**src/rtl/gl_cmd_parser.sv**
```systemverilog
// -----------------------------------------------------------------------------
// gl_cmd_parser
//
// Parses an ASCII command stream from a UART receiver into NOPS hex operands
// followed by a '+' or '-' operator, then launches an arithmetic unit and
// waits for it to finish. Every accepted character is echoed back to the UART
// transmitter once the transmitter is free.
//
// Command grammar (NOPS*NDIG hex digits, then an operator):
//   HEX  '0'-'9', 'a'-'f', 'A'-'F'  -> digit, entered MSB first per operand
//   OP   '+' / '-'                  -> selects add / subtract, starts the op
//   BS   0x08                       -> removes the last digit
//   ESC  0x1B                       -> discards the whole command
//   anything else is ignored (no state change, no echo)
//
// Parameters:
//   NOPS  operands captured per command (1..8)
//   NDIG  hex digits per operand (1..8); operand width W = 4*NDIG
//
// Ports:
//   clk            sole clock, rising edge
//   Gl_rst         synchronous active-high reset
//   charData       received ASCII character
//   charDataValid  one-cycle strobe qualifying charData
//   tx_busy        UART transmitter busy; holds back the echo
//   op_done        one-cycle completion pulse from the arithmetic unit
//   Gl_operands    captured operands, operand k at bits [k*W +: W]
//   Gl_subtract    1 for '-', 0 for '+'
//   Gl_start       one-cycle launch pulse for the arithmetic unit
//   echo_data      character to echo
//   echo_valid     one-cycle write strobe for echo_data
//   busy           high while an operation is launched or in flight
// -----------------------------------------------------------------------------
module gl_cmd_parser #(
  parameter int NOPS = 2,
  parameter int NDIG = 2
) (
  input  logic                     clk,
  input  logic                     Gl_rst,
  input  logic [7:0]               charData,
  input  logic                     charDataValid,
  input  logic                     tx_busy,
  input  logic                     op_done,
  output logic [NOPS*4*NDIG-1:0]   Gl_operands,
  output logic                     Gl_subtract,
  output logic                     Gl_start,
  output logic [7:0]               echo_data,
  output logic                     echo_valid,
  output logic                     busy
);

  localparam int W       = 4 * NDIG;
  localparam int OPW     = NOPS * W;
  localparam int NDIGITS = NOPS * NDIG;
  localparam int DW      = $clog2(NDIGITS + 1);

  localparam logic [DW-1:0] D_FULL = DW'(NDIGITS);
  localparam logic [DW-1:0] D_ONE  = DW'(1);

  localparam logic [7:0] CH_PLUS  = 8'h2B;
  localparam logic [7:0] CH_MINUS = 8'h2D;
  localparam logic [7:0] CH_ESC   = 8'h1B;
  localparam logic [7:0] CH_BS    = 8'h08;

  typedef enum logic [1:0] {
    S_DIGITS = 2'd0,
    S_OPER   = 2'd1,
    S_START  = 2'd2,
    S_WAIT   = 2'd3
  } state_t;

  // Bit offset of the nibble written by digit number d. Digit d belongs to
  // operand d/NDIG; within that operand the first digit lands in the top
  // nibble so the operand reads left to right as typed.
  function automatic int nib_lsb(input logic [DW-1:0] d);
    int di;
    di = int'(d);
    return (di / NDIG) * W + (NDIG - 1 - (di % NDIG)) * 4;
  endfunction

  // ---------------------------------------------------------------------------
  // State
  // ---------------------------------------------------------------------------
  state_t            state_q, state_d;
  logic [DW-1:0]     d_q, d_d;
  logic [OPW-1:0]    ops_q, ops_d;
  logic              sub_q, sub_d;
  logic              start_q, start_d;
  logic              busy_q, busy_d;
  logic              pend_q, pend_d;
  logic [7:0]        echo_data_q, echo_data_d;

  // ---------------------------------------------------------------------------
  // Character classification
  // ---------------------------------------------------------------------------
  logic       is_dec, is_lc, is_uc, is_hex, is_op, is_esc, is_bs;
  logic [3:0] hex_val;

  always_comb begin
    is_dec  = (charData >= 8'h30) && (charData <= 8'h39);
    is_lc   = (charData >= 8'h61) && (charData <= 8'h66);
    is_uc   = (charData >= 8'h41) && (charData <= 8'h46);
    is_hex  = is_dec || is_lc || is_uc;
    is_op   = (charData == CH_PLUS) || (charData == CH_MINUS);
    is_esc  = (charData == CH_ESC);
    is_bs   = (charData == CH_BS);
    // Letters 'a'/'A' have low nibble 1, so adding 9 yields 10..15.
    hex_val = is_dec ? charData[3:0] : (charData[3:0] + 4'd9);
  end

  // ---------------------------------------------------------------------------
  // Next-state logic
  // ---------------------------------------------------------------------------
  logic          accept;
  logic          echo_take;
  logic [DW-1:0] d_inc, d_dec;
  int            lsb_cur, lsb_dec;

  always_comb begin
    // NOTE: every variable gets a default first so no path leaves it
    // unassigned; otherwise this block would infer latches.
    state_d     = state_q;
    d_d         = d_q;
    ops_d       = ops_q;
    sub_d       = sub_q;
    pend_d      = pend_q;
    echo_data_d = echo_data_q;
    echo_take   = 1'b0;

    d_inc   = d_q + D_ONE;
    d_dec   = d_q - D_ONE;
    lsb_cur = nib_lsb(d_q);
    lsb_dec = nib_lsb(d_dec);

    // Acceptance looks only at the registered pending flag, so a character
    // arriving in the cycle the echo drains is still dropped.
    accept = charDataValid && !pend_q;

    // The pending echo leaves in the first cycle the transmitter is free.
    if (pend_q && !tx_busy) begin
      pend_d = 1'b0;
    end

    unique case (state_q)
      S_DIGITS: begin
        if (accept) begin
          if (is_esc) begin
            d_d       = '0;
            ops_d     = '0;
            echo_take = 1'b1;
          end else if (is_hex) begin
            ops_d[lsb_cur +: 4] = hex_val;
            d_d       = d_inc;
            echo_take = 1'b1;
            if (d_inc == D_FULL) begin
              state_d = S_OPER;
            end
          end else if (is_bs && (d_q != '0)) begin
            // BS at d=0 has nothing to remove and is neither applied nor echoed.
            ops_d[lsb_dec +: 4] = 4'h0;
            d_d       = d_dec;
            echo_take = 1'b1;
          end
        end
      end

      S_OPER: begin
        // All digits are in; only an operator, BS or ESC does anything here.
        if (accept) begin
          if (is_esc) begin
            d_d       = '0;
            ops_d     = '0;
            state_d   = S_DIGITS;
            echo_take = 1'b1;
          end else if (is_op) begin
            sub_d     = (charData == CH_MINUS);
            state_d   = S_START;
            echo_take = 1'b1;
          end else if (is_bs) begin
            ops_d[lsb_dec +: 4] = 4'h0;
            d_d       = d_dec;
            state_d   = S_DIGITS;
            echo_take = 1'b1;
          end
        end
      end

      S_START: begin
        state_d = S_WAIT;
      end

      S_WAIT: begin
        // Input is ignored while the arithmetic unit runs. The operands are
        // left in place so the unit can keep reading them.
        if (op_done) begin
          d_d     = '0;
          state_d = S_DIGITS;
        end
      end

      default: begin
        state_d = S_DIGITS;
      end
    endcase

    // accept requires pend_q=0 and the drain requires pend_q=1, so the two
    // updates of pend_d never collide.
    if (echo_take) begin
      pend_d      = 1'b1;
      echo_data_d = charData;
    end

    // Outputs are registered from the next state so they line up with it.
    start_d = (state_d == S_START);
    busy_d  = (state_d == S_START) || (state_d == S_WAIT);
  end

  // ---------------------------------------------------------------------------
  // Registers
  // ---------------------------------------------------------------------------
  // NOTE: sequential state uses non-blocking assignments so all flops update
  // together from values computed before the edge.
  always_ff @(posedge clk) begin
    if (Gl_rst) begin
      state_q     <= S_DIGITS;
      d_q         <= '0;
      // NOTE: the operand register is reset on purpose: a cleared command is
      // observable on Gl_operands, so it must come up at zero.
      ops_q       <= '0;
      sub_q       <= 1'b0;
      start_q     <= 1'b0;
      busy_q      <= 1'b0;
      pend_q      <= 1'b0;
      echo_data_q <= 8'h00;
    end else begin
      state_q     <= state_d;
      d_q         <= d_d;
      ops_q       <= ops_d;
      sub_q       <= sub_d;
      start_q     <= start_d;
      busy_q      <= busy_d;
      pend_q      <= pend_d;
      echo_data_q <= echo_data_d;
    end
  end

  // ---------------------------------------------------------------------------
  // Outputs
  // ---------------------------------------------------------------------------
  assign Gl_operands = ops_q;
  assign Gl_subtract = sub_q;
  assign Gl_start    = start_q;
  assign busy        = busy_q;
  assign echo_data   = echo_data_q;
  // The strobe follows tx_busy directly so the echo leaves in the very cycle
  // the transmitter frees up, one cycle after acceptance at the earliest.
  assign echo_valid  = pend_q && !tx_busy;

endmodule
```
**config.mk**
```make
export PLATFORM = sky130hd
export DESIGN_NAME = gl_cmd_parser
export DESIGN_NICKNAME = d
export VERILOG_FILES = /design/src/rtl/gl_cmd_parser.sv
export SDC_FILE = /design/constraint.sdc
export NUM_CORES = 1
export LEC_CHECK = 0
export BUFFER_PORTS_ARGS = -buffer_cell sky130_fd_sc_hd__buf_2
export CORE_ASPECT_RATIO = 2
export CORE_MARGIN = 10
export CORE_UTILIZATION = 25
export DETAILED_ROUTE_END_ITERATION = 8
export PLACE_DENSITY = 0.48
export SYNTH_ARGS = -nofsm -noshare
export SYNTH_HDL_FRONTEND = slang
export SYNTH_SLANG_ARGS = --single-unit
```
**constraint.sdc**
```tcl
create_clock -name clk -period 3.3 [get_ports clk]
set_input_delay 0.495 -clock clk [delete_from_list [all_inputs] [get_ports clk]]
set_output_delay 0.495 -clock clk [all_outputs]
set_load 0.02 [all_outputs]
```
==> results of run 1 <==
[layout make-up]
class	instances	area (µm²)
fillers	910	5680
multi-input cells	171	1310
flip-flops and latches	32	641
repair buffers	44	230
clock buffers	5	125
well taps	98	123
inverters	23	86.3
clock inverters	3	42.5
[worst min-delay path, cell delays in order (launching register included)]
cell and delay (ns):
dfxtp_1 0.31, inv_1 0.05, o22ai_1 0.05
[registers in the layout (all words and copies together), names as in the netlist]
name / count
Gl_subtract: 1
pend_q: 1
state_q: 2
echo_data: 8
d_q: 3
Gl_operands: 16
Gl_start: 1
[per-stage QoR]
step	total power [µW]	area [µm²]	cells
final	1070	2550	376
after CTS	1080	2550	376
after global placement	546	2390	368
after global routing	1110	2550	376
after detailed placement	547	2390	368
after floorplan	503	2090	235
[kinds of logic after synthesis]
family / Yosys count
AND/OR/NAND/NOR: 81
AO/OA/AOI/OAI: 56
buffers and inverters: 32
flip-flops: 32
adder cells (fa/ha/maj): 16
multiplexers: 11
XOR/XNOR: 7
[where the power goes]
group | total (µW) | switching [µW] | internal, µW
combinational | 144 | 92.8 | 51.2
sequential | 395 | 3.65 | 391
clock | 530 | 176 | 354
[path summary, 6_finish.rpt]
path / start / to / slack, ns / depth (start not counted)
worst max register to register: d_q[1] / Gl_operands[3] / 0.23 / 11
worst min-delay path: Gl_operands[11] / Gl_operands[11] / 0.46 / 2
worst max-delay path: d_q[1] / Gl_operands[3] / 0.23 / 11
worst min register to register: Gl_operands[11] / Gl_operands[11] / 0.46 / 2
[per-layer routing]
| metal | vias to the layer above | track usage (%) | part of all wire, % |
|---|---|---|---|
| met2 | 53 | 20.9 | 59 |
| li1 | 946 | - | - |
| met4 | 0 | 6.62 | 4.2 |
| met5 | - | 0 | 0 |
| met1 | 933 | 8.74 | 34 |
| met3 | 17 | 1.86 | 3.0 |
[cells in the final DEF, fill, tap and decap left out, types with 3 or more instances in the layout]
cell type and n:
or3_1 3, o22ai_1 3, nor2b_1 6, ha_1 16
nand4_1 7, a21oi_1 9, nor2_1 20, and3_1 3
a31oi_1 3, o211ai_1 3, buf_4 4, buf_2 40
inv_1 23, o21ai_0 4, nand3_1 6, xnor2_1 5
o32ai_1 4, mux2i_1 9, o2bb2ai_1 6, clkbuf_16 5
nand2_1 16, dfxtp_1 32, nor3_1 4, a41oi_1 3
==> qor.txt, run 1 <==
Outcome: completed
Setup Fix Bufs, Post-CTS: 0
First-pass GRT wire length: 10.4 mm
Clock Skew: 0.00423 ns
Core area: 0.00823 mm²
Vias: 1949
Worst skew pair latency: 0.28 ns
Unrepaired setup endpoints after global routing: no
Compound-Gate Fraction of Synth Area: 23.8%
Area leader, netlist: dfxtp_1
DP Worst Slack: 0.239 ns
Critical Path, Cell by Cell: inv_1 -> ha_1 -> o21ba_2 -> nor2_1 -> ha_1 -> inv_1 -> nand4_1 -> nor4_1 -> o211ai_1 -> a21oi_1 -> o32ai_1
Port bufs: 40
Slowest stage delay, CP: 0.43 ns
XOR/XNOR share of the synthesized area: 2.93%
Clock-pin slew of the registers on the worst-case setup and hold paths: 0.05 ns
# resized after CTS: 0
Num CTS Buffers: 5
Sink Count: 32
Final hold vios: 0
Fin util: 31.0%
Register area share after synthesis: 30.6%
Top post-synthesis cells by area: dfxtp_1, ha_1, mux2i_1
Detail Route Antenna Nets: 0
Cell Area, Synth: 0.00209 mm²
Layout cells sized above 1: 23.7%
Number of global-route vias before repair: 2016
Synthesized-area fraction occupied by adder cells: 9.57%
Crit path capture type: flop
CP required: 3.45 ns
Fmax: 326 MHz
Crit Path Max Fanout: 8
Tmin final: 3.07 ns
Nets: 306
Die Area: 0.0126 mm²
GRT Total Usage: 10.4%
Worst-margin pin slew: 0.799 ns
Post-synth EDFFs: 0
Synth unique cells: 58
Vias per cell: 5.18
Max Root-Sink Buffers: 2
Maxcap violations: 0
Routed len/inst: 17.5 µm
Die height: 149 µm
Hold-fix buffer count after cts: 0
Detailed Route Iter0 Violations: 118
Pleak: 0.00106 µW
Top-area cell type share of the netlist area: 30.6%
Pwr Density: 418 mW/mm²
Mean Syn Cell Area: 8.90 µm²
Maximum VDD drop: 0.000274 V
Final Cycle Share: 93.0%
Worst min-delay path category: flop to flop
Placer Congestion: 0.820
Rows: 47
Synth Warn #: 0
Post-DP HPWL: 5.36 mm
Final setup margin: 0.232 ns
WHS: 0.458 ns
Arr. time, crit path: 3.22 ns
Post-Synthesis Cells: 235
Final setup fails: 0
WP buf/inv: 2
Worst path slowest cell: nor4_1
Antenna violations before repair: 0
CTS tree: yes
Ports: 41
Most frequent cell after synthesis: dfxtp_1
Mux contribution to synthesized area: 5.38%
Total gr overflow: 0
H-tree levels: 2
Top_reg_cell synth: dfxtp_1
DR DRC count: 0
Area Overhead vs Synth: 22.1%
Starting Density: 25.4%
Routed wire length: 6.57 mm
Root buf cell: clkbuf_16
Main combinational cell family by area after synthesis: compound AO/OA/AOI/OAI gates
N_diodes: 0
Post-synth ARST share: 0%
Slew margin rel.: 46.2%
Yosys reg bits: 32
Largest delay contributor family on the critical path: compound AO/OA/AOI/OAI gates
Pin count of the biggest net entering global routing: 27
Post-Synth Simple-Gate Area: 20.8%
TritonRoute pass-1 iters: 6
Die width: 84.7 µm
Setup Crit Path Kind: flop to flop
Sum Neg Setup Slack: 0 ns
Synth cell count leaders: dfxtp_1, inv_1, nor2_1
Startpoint types: flop
Synth Net Count: 264
Max Slew Vio Count: 0
(Power assumes the default switching activity.)
==> run 2: changes to the inputs <==
--- a/config.mk
+++ b/config.mk
@@ -5,11 +5,13 @@
 export SDC_FILE = /design/constraint.sdc
 export NUM_CORES = 1
 export LEC_CHECK = 0
+export ABC_AREA = 1
 export BUFFER_PORTS_ARGS = -buffer_cell sky130_fd_sc_hd__buf_2
 export CORE_ASPECT_RATIO = 2
 export CORE_MARGIN = 10
 export CORE_UTILIZATION = 25
 export DETAILED_ROUTE_END_ITERATION = 8
+export HOLD_SLACK_MARGIN = 0.1
 export PLACE_DENSITY = 0.48
 export SYNTH_ARGS = -nofsm -noshare
 export SYNTH_HDL_FRONTEND = slang
==> run 2 against run 1 <==
  * Clock power is 1% higher
  * Routed wire length grew 12%
  * Critical path type unchanged
  * Synthesized cell count increased by 56%
  * Largest power group unchanged
  * Total power rose by 9.0%
  * Die area rose by 11%
  * Global-route usage rose by 0.61 points
  * Largest cell class unchanged
  * Sequential power rose by 4%
  * Clock skew grew 0.0025 ns
  * Final cell count increased by 36%
==> qor.txt, run 2 <==
Area Overhead vs Synth: 19.7%
DP Worst Slack: 0.395 ns (+0.156 ns)
Starting Density: 25.4% (+0.026 points)
Yosys reg bits: 32 (unchanged)
Tmin final: 2.93 ns (-0.137 ns)
Pwr Density: 411 mW/mm² (-1.9%)
Outcome: completed
Die Area: 0.0140 mm² (+11%)
Post-DP HPWL: 6.13 mm (+14%)
Final setup fails: 0 (unchanged)
Number of global-route vias before repair: 2531 (+26%)
Slowest stage delay, CP: 0.42 ns (about the same)
Num CTS Buffers: 5 (unchanged)
CTS tree: yes
Area leader, netlist: dfxtp_1
Commonest non-fill, non-tap cell in the layout: nand2_1
Final Cycle Share: 88.8% (-4.1 points)
Nets: 437 (+43%)
Pleak: 0.00139 µW (+31%)
Post-synth ARST share: 0% (unchanged)
Mean Syn Cell Area: 6.48 µm² (-27%)
Top post-synthesis cells by area: dfxtp_1, nand2_1, ha_1
Die width: 88.9 µm (+4.9%)
Max Root-Sink Buffers: 2 (unchanged)
Clock Skew: 0.00669 ns (+0.00246 ns)
Slew margin rel.: 63.2% (+17 points)
WP buf/inv: 4 (+2)
Top_reg_cell synth: dfxtp_1
Final hold vios: 0 (unchanged)
Detail Route Antenna Nets: 0 (unchanged)
Routed len/inst: 14.4 µm (-18%)
CP most frequent cell: inv_1
First-pass GRT wire length: 11.8 mm (+13%)
Die height: 158 µm (+5.6%)
Final setup margin: 0.369 ns (+0.137 ns)
Max reg flops: 16 (unchanged)
Total gr overflow: 0 (unchanged)
Clock-pin slew of the registers on the worst-case setup and hold paths: 0.06 ns (about the same)
Antenna violations before repair: 0 (unchanged)
Critical Path, Cell by Cell: inv_1 -> ha_1 -> inv_1 -> o21ai_0 -> inv_1 -> ha_1 -> inv_1 -> nand3b_1 -> nor3_1 -> nand3_1 -> nand2_1 -> nand2_1 -> o21bai_1 -> a21oi_1
Synth unique cells: 35 (-40%)
Post-synth EDFFs: 0 (unchanged)
H-tree levels: 2 (unchanged)
Most frequent cell after synthesis: nand2_1
Sink Count: 32 (unchanged)
Port bufs: 40 (unchanged)
Worst-margin pin slew: 0.552 ns (-0.248 ns)
Synth cell count leaders: nand2_1, nor2_1, inv_1
Crit Path Max Fanout: 8 (unchanged)
Fin util: 30.4% (-0.59 points)
Post-Synthesis Cells: 366 (+56%)
Layout cells sized above 1: 19.1% (-4.7 points)
Rows: 50 (+6.4%)
Hold-fix buffer count after cts: 0 (unchanged)
Placer Congestion: 0.898 (+9.6%)
Routed wire length: 7.37 mm (+12%)
Synth Warn #: 0 (unchanged)
Vias: 2417 (+24%)
Sum Neg Setup Slack: 0 ns (unchanged)
Core area: 0.00932 mm² (+13%)
Maxcap violations: 0 (unchanged)
Setup Crit Path Kind: flop to flop
Arr. time, crit path: 3.09 ns (-0.13 ns)
Max Slew Vio Count: 0 (unchanged)
Register area share after synthesis: 27.0% (-3.6 points)
Detailed Route Iter0 Violations: 75 (-36%)
CP required: 3.46 ns (about the same)
Power Total: 1160 µW (+9.0%)
# resized after CTS: 0 (unchanged)
Maximum VDD drop: 0.000248 V (-9.4%)
Vias per cell: 4.71 (-9.1%)
Fmax: 341 MHz (+4.7%)
Worst min-delay path category: flop to flop
Cell Area, Synth: 0.00237 mm² (+13%)
Setup Fix Bufs, Post-CTS: 0 (unchanged)
N_diodes: 0 (unchanged)
TritonRoute pass-1 iters: 5 (-1)
Ports: 41 (unchanged)
GRT Total Usage: 11.0% (+0.61 points)
Largest delay contributor family on the critical path: adder cells
Worst path slowest cell: dfxtp_1
Startpoint types: flop
DR DRC count: 0 (unchanged)
Top-area cell type share of the netlist area: 27.0% (-3.6 points)
Unrepaired setup endpoints after global routing: no
Synth Net Count: 395 (+50%)
Root buf cell: clkbuf_16
Worst skew pair latency: 0.28 ns (about the same)
Most frequent cells in the layout: nand2_1, nor2_1, inv_1
Crit path capture type: flop
Pin count of the biggest net entering global routing: 19 (-30%)
[run 2: changes by cell type after synthesis, moves of 15 or more]
cell,delta
a21oi_1,+16
inv_1,+22
nand2_1,+59
nand3_1,+19
nor2_1,+29
o21ai_0,+15
o21ai_1,+15
[run 2: layout make-up]
type | instances | area (µm²)
Timing Repair Buffer | 41 | 208
Clock buffer | 6 | 129
Sequential cell | 32 | 641
Multi-Input combinational cell | 271 | 1480
Clock inverter | 2 | 35.0
Fill cell | 1012 | 6480
Tap cell | 104 | 130
Inverter | 57 | 220
[run 2: kinds of logic after synthesis]
logic type	Yosys count	share of synthesized area (%)
adder cells (fa/ha/maj)	16	8.44
flip-flops	32	27.0
buffers and inverters	63	10.8
XOR/XNOR	5	1.85
AND/OR/NAND/NOR	181	36.3
AO/OA/AOI/OAI	69	15.6
[run 2: through the flow]
| stage | instance area, µm² | hold WS [ns] | cells |
|---|---|---|---|
| 3_3_place_gp | 2670 | 0.446 | 505 |
| 3_5_place_dp | 2670 | 0.448 | 505 |
| 2_1_floorplan | 2370 | 0.450 | 366 |
| 5_1_grt | 2840 | 0.468 | 513 |
| 4_1_cts | 2840 | 0.458 | 513 |
| 6_report | 2840 | 0.446 | 513 |
[run 2: power breakdown]
group          total (µW)  switching (µW)  internal, µW
Clock                 536             181           355
Combinational         219             151          68.5
Sequential            410            10.4           399
[run 2: per-layer routing]
metal / vias to the layer above / global-route usage (%) / part of all wire, %
met3: 23 / 2.62 / 4.5
met2: 60 / 22.1 / 58
met1: 1085 / 8.72 / 33
met4: 0 / 6.89 / 4.3
li1: 1249 / - / -
met5: - / 0 / 0
[run 2: path summary, 6_finish.rpt]
check	start	cells past startpoint	to	slack, ns
setup / recovery	d_q[1]	14	Gl_operands[1]	0.37
hold / removal	echo_data[7]	2	echo_data[7]	0.45
setup reg to reg	d_q[1]	14	Gl_operands[1]	0.37
hold reg to reg	echo_data[7]	2	echo_data[7]	0.45
[run 2: worst register-to-register path: stages, from the launching register on]
cell and delay [ns]:
dfxtp_1 0.42, inv_1 0.15, ha_1 0.42, inv_1 0.12, o21ai_0 0.28, inv_1 0.08, ha_1 0.38, inv_1 0.11
nand3b_1 0.07, nor3_1 0.17, nand3_1 0.14, nand2_1 0.12, nand2_1 0.11, o21bai_1 0.16, a21oi_1 0.08
==> run 3: changes to the inputs <==
--- a/config.mk
+++ b/config.mk
@@ -9,10 +9,11 @@
 export BUFFER_PORTS_ARGS = -buffer_cell sky130_fd_sc_hd__buf_2
 export CORE_ASPECT_RATIO = 2
 export CORE_MARGIN = 10
-export CORE_UTILIZATION = 25
+export CORE_UTILIZATION = 45
 export DETAILED_ROUTE_END_ITERATION = 8
 export HOLD_SLACK_MARGIN = 0.1
-export PLACE_DENSITY = 0.48
+export PLACE_DENSITY = 0.72
 export SYNTH_ARGS = -nofsm -noshare
 export SYNTH_HDL_FRONTEND = slang
 export SYNTH_SLANG_ARGS = --single-unit
+export TNS_END_PERCENT = 10
==> run 3 against run 2 <==
  * Worst setup slack improved by 0.034 ns
  * Hold slack improved by 0.0012 ns
  * Final cell count fell by 9.0%
  * Via count fell by 1.2%
  * Sequential cell count did not move
  * Sequential power barely moved
  * Largest cell class unchanged
  * Clock skew fell by 0.00094 ns
  * Combinational power fell by 2%
  * Core utilization rose by 22 points
==> qor.txt, run 3 (same netlist as run 2, synthesis figures left out) <==
Outcome: completed
Area Overhead vs Synth: 14.0%
Port bufs: 40 (unchanged)
Rows: 37 (-26%)
Worst skew pair latency: 0.30 ns (+0.02 ns)
GRT Total Usage: 15.1% (+4.1 points)
Die height: 123 µm (-22%)
Crit path capture type: flop
Clock Skew: 0.00575 ns (-0.000937 ns)
Sum Neg Setup Slack: 0 ns (unchanged)
Largest delay contributor family on the critical path: adder cells
Clock-pin slew of the registers on the worst-case setup and hold paths: 0.07 ns (about the same)
Worst r2r src: d_q[0]
Highest routed layer: met4
Most frequent cells in the layout: nand2_1, nor2_1, inv_1
# resized after CTS: 0 (unchanged)
FF-to-FF path depth: 14 (unchanged)
Post-DP HPWL: 5.33 mm (-13%)
Maxcap violations: 0 (unchanged)
Detail Route Antenna Nets: 0 (unchanged)
Area of the multi-input gates: 0.00148 mm² (unchanged)
CP most frequent cell: inv_1
Total gr overflow: 0 (unchanged)
Arr. time, crit path: 3.07 ns (-0.02 ns)
M1 WL: 2.30 mm (-4.8%)
Routed wire length: 6.46 mm (-12%)
Setup Fix Bufs, Post-CTS: 0 (unchanged)
Pin count of the biggest net entering global routing: 19 (unchanged)
Antenna violations before repair: 0 (unchanged)
Fmax: 345 MHz (+1.2%)
Max Slew Vio Count: 0 (unchanged)
Layout cells sized above 1: 19.3% (+0.24 points)
Worst path slowest cell: dfxtp_1
Routed len/inst: 13.8 µm (-3.7%)
First-pass GRT wire length: 10.9 mm (-7.6%)
Cells on Worst Hold Path: 2 (unchanged)
Crit. Startpoint: d_q[0]
Root buf cell: clkbuf_8
Sink Count: 32 (unchanged)
WHS: 0.447 ns (+0.00121 ns)
Critical Path, Cell by Cell: clkinv_1 -> ha_1 -> inv_1 -> o21ai_0 -> inv_1 -> ha_1 -> inv_1 -> nand3b_1 -> nor3_1 -> nand3_1 -> nand2_1 -> nand2_1 -> o21bai_1 -> a21oi_1
Hold-fix buffer count after cts: 0 (unchanged)
Max reg flops: 16 (unchanged)
Detailed Route Iter0 Violations: 114 (+52%)
Slowest stage delay, CP: 0.46 ns (+0.04 ns)
Pleak: 0.00136 µW (-2.4%)
TritonRoute pass-1 iters: 5 (unchanged)
Tmin final: 2.90 ns (-0.0340 ns)
DR DRC count: 0 (unchanged)
Num CTS Buffers: 5 (unchanged)
WP buf/inv: 4 (unchanged)
Worst min-delay path category: flop to flop
Placer Congestion: 0.900 (+0.19%)
Die Area: 0.00875 mm² (-38%)
Reg area: 641 µm² (unchanged)
Unrepaired setup endpoints after global routing: no
Fill cells: 554 (-45%)
Final hold vios: 0 (unchanged)
Met3 wire length: 202 µm (-39%)
Crit Path Max Fanout: 8 (unchanged)
Vias: 2387 (-1.2%)
Vias per cell: 5.11 (+8.5%)
Commonest non-fill, non-tap cell in the layout: nand2_1
Placed cell area: 0.00262 mm² (-2.2%)
Maximum VDD drop: 0.000268 V (+8.2%)
Slew margin rel.: 65.7% (+2.5 points)
Setup Crit Path Kind: flop to flop
Worst-margin pin slew: 0.514 ns (-0.0375 ns)
Number of global-route vias before repair: 2519 (-0.47%)
Nets: 437 (unchanged)
CP required: 3.47 ns (about the same)
Placed insts: 459 (-9.1%)
Final setup fails: 0 (unchanged)
Final Instance Area: 0.00270 mm² (-4.7%)
Die width: 71.3 µm (-20%)
Pwr Density: 346 mW/mm² (-16%)
N_diodes: 0 (unchanged)
Core area: 0.00514 mm² (-45%)
Min-delay src: echo_data[7]
Starting Density: 46.1% (+21 points)
Final Cycle Share: 87.8% (-1.0 points)
DR WL met2: 3.67 mm (-15%)
CTS tree: yes
Max Root-Sink Buffers: 2 (unchanged)
Ports: 41 (unchanged)
H-tree levels: 2 (unchanged)
Critical path depth: 14 (unchanged)
Final cell count without fillers: 467 (-9.0%)
Startpoint types: flop
==> run 3: cell count changes in the layout (fill, tap and decap cells not counted), sizes merged <==
cell,before,now
clkinv,4,6
clkbuf,6,5
bufinv,1,0
==> run 3: final timing paths <==
check                         to  slack (ns)
setup reg to reg  Gl_operands[3]        0.40
setup / recovery  Gl_operands[3]        0.40
hold reg to reg     echo_data[7]        0.45
hold / removal      echo_data[7]        0.45
==> run 3: where the power goes <==
part / internal [µW] / total (µW) / switching [µW]
sequential: 399 / 409 / 10.4
clock: 147 / 312 / 165
combinational: 68.2 / 214 / 146
==> run 3: area by class of cell <==
type / instances / area share, %
well taps: 58 / 2.68
clock buffers: 5 / 2.55
repair buffers: 41 / 7.68
inverters: 57 / 8.14
multi-input cells: 271 / 54.6
clock inverters: 3 / 0.694
flip-flops and latches: 32 / 23.7
==> run 3: layer usage <==
metal | vias to the layer above | GRT usage (%)
li1 | 1257 | -
met1 | 1053 | 12.3
met2 | 54 | 30.4
met3 | 23 | 3.23
met4 | 0 | 9.37
met5 | - | 0
==> run 3: metrics by stage <==
stage	total power [µW]	util, %	worst slack [ns]
6_report	935	52.6	0.403
2_1_floorplan	571	-	0.537
3_5_place_dp	631	50.9	0.439
5_1_grt	983	52.6	0.0982
4_1_cts	941	52.6	0.438
3_3_place_gp	628	50.9	0.581
==> run 3: worst reg2reg max path: stages (launching register included) <==
cell	delay, ns
dfxtp_1	0.46
clkinv_1	0.13
ha_1	0.40
inv_1	0.12
o21ai_0	0.28
inv_1	0.08
ha_1	0.37
inv_1	0.10
nand3b_1	0.08
nor3_1	0.17
nand3_1	0.13
nand2_1	0.12
nand2_1	0.10
o21bai_1	0.15
a21oi_1	0.09
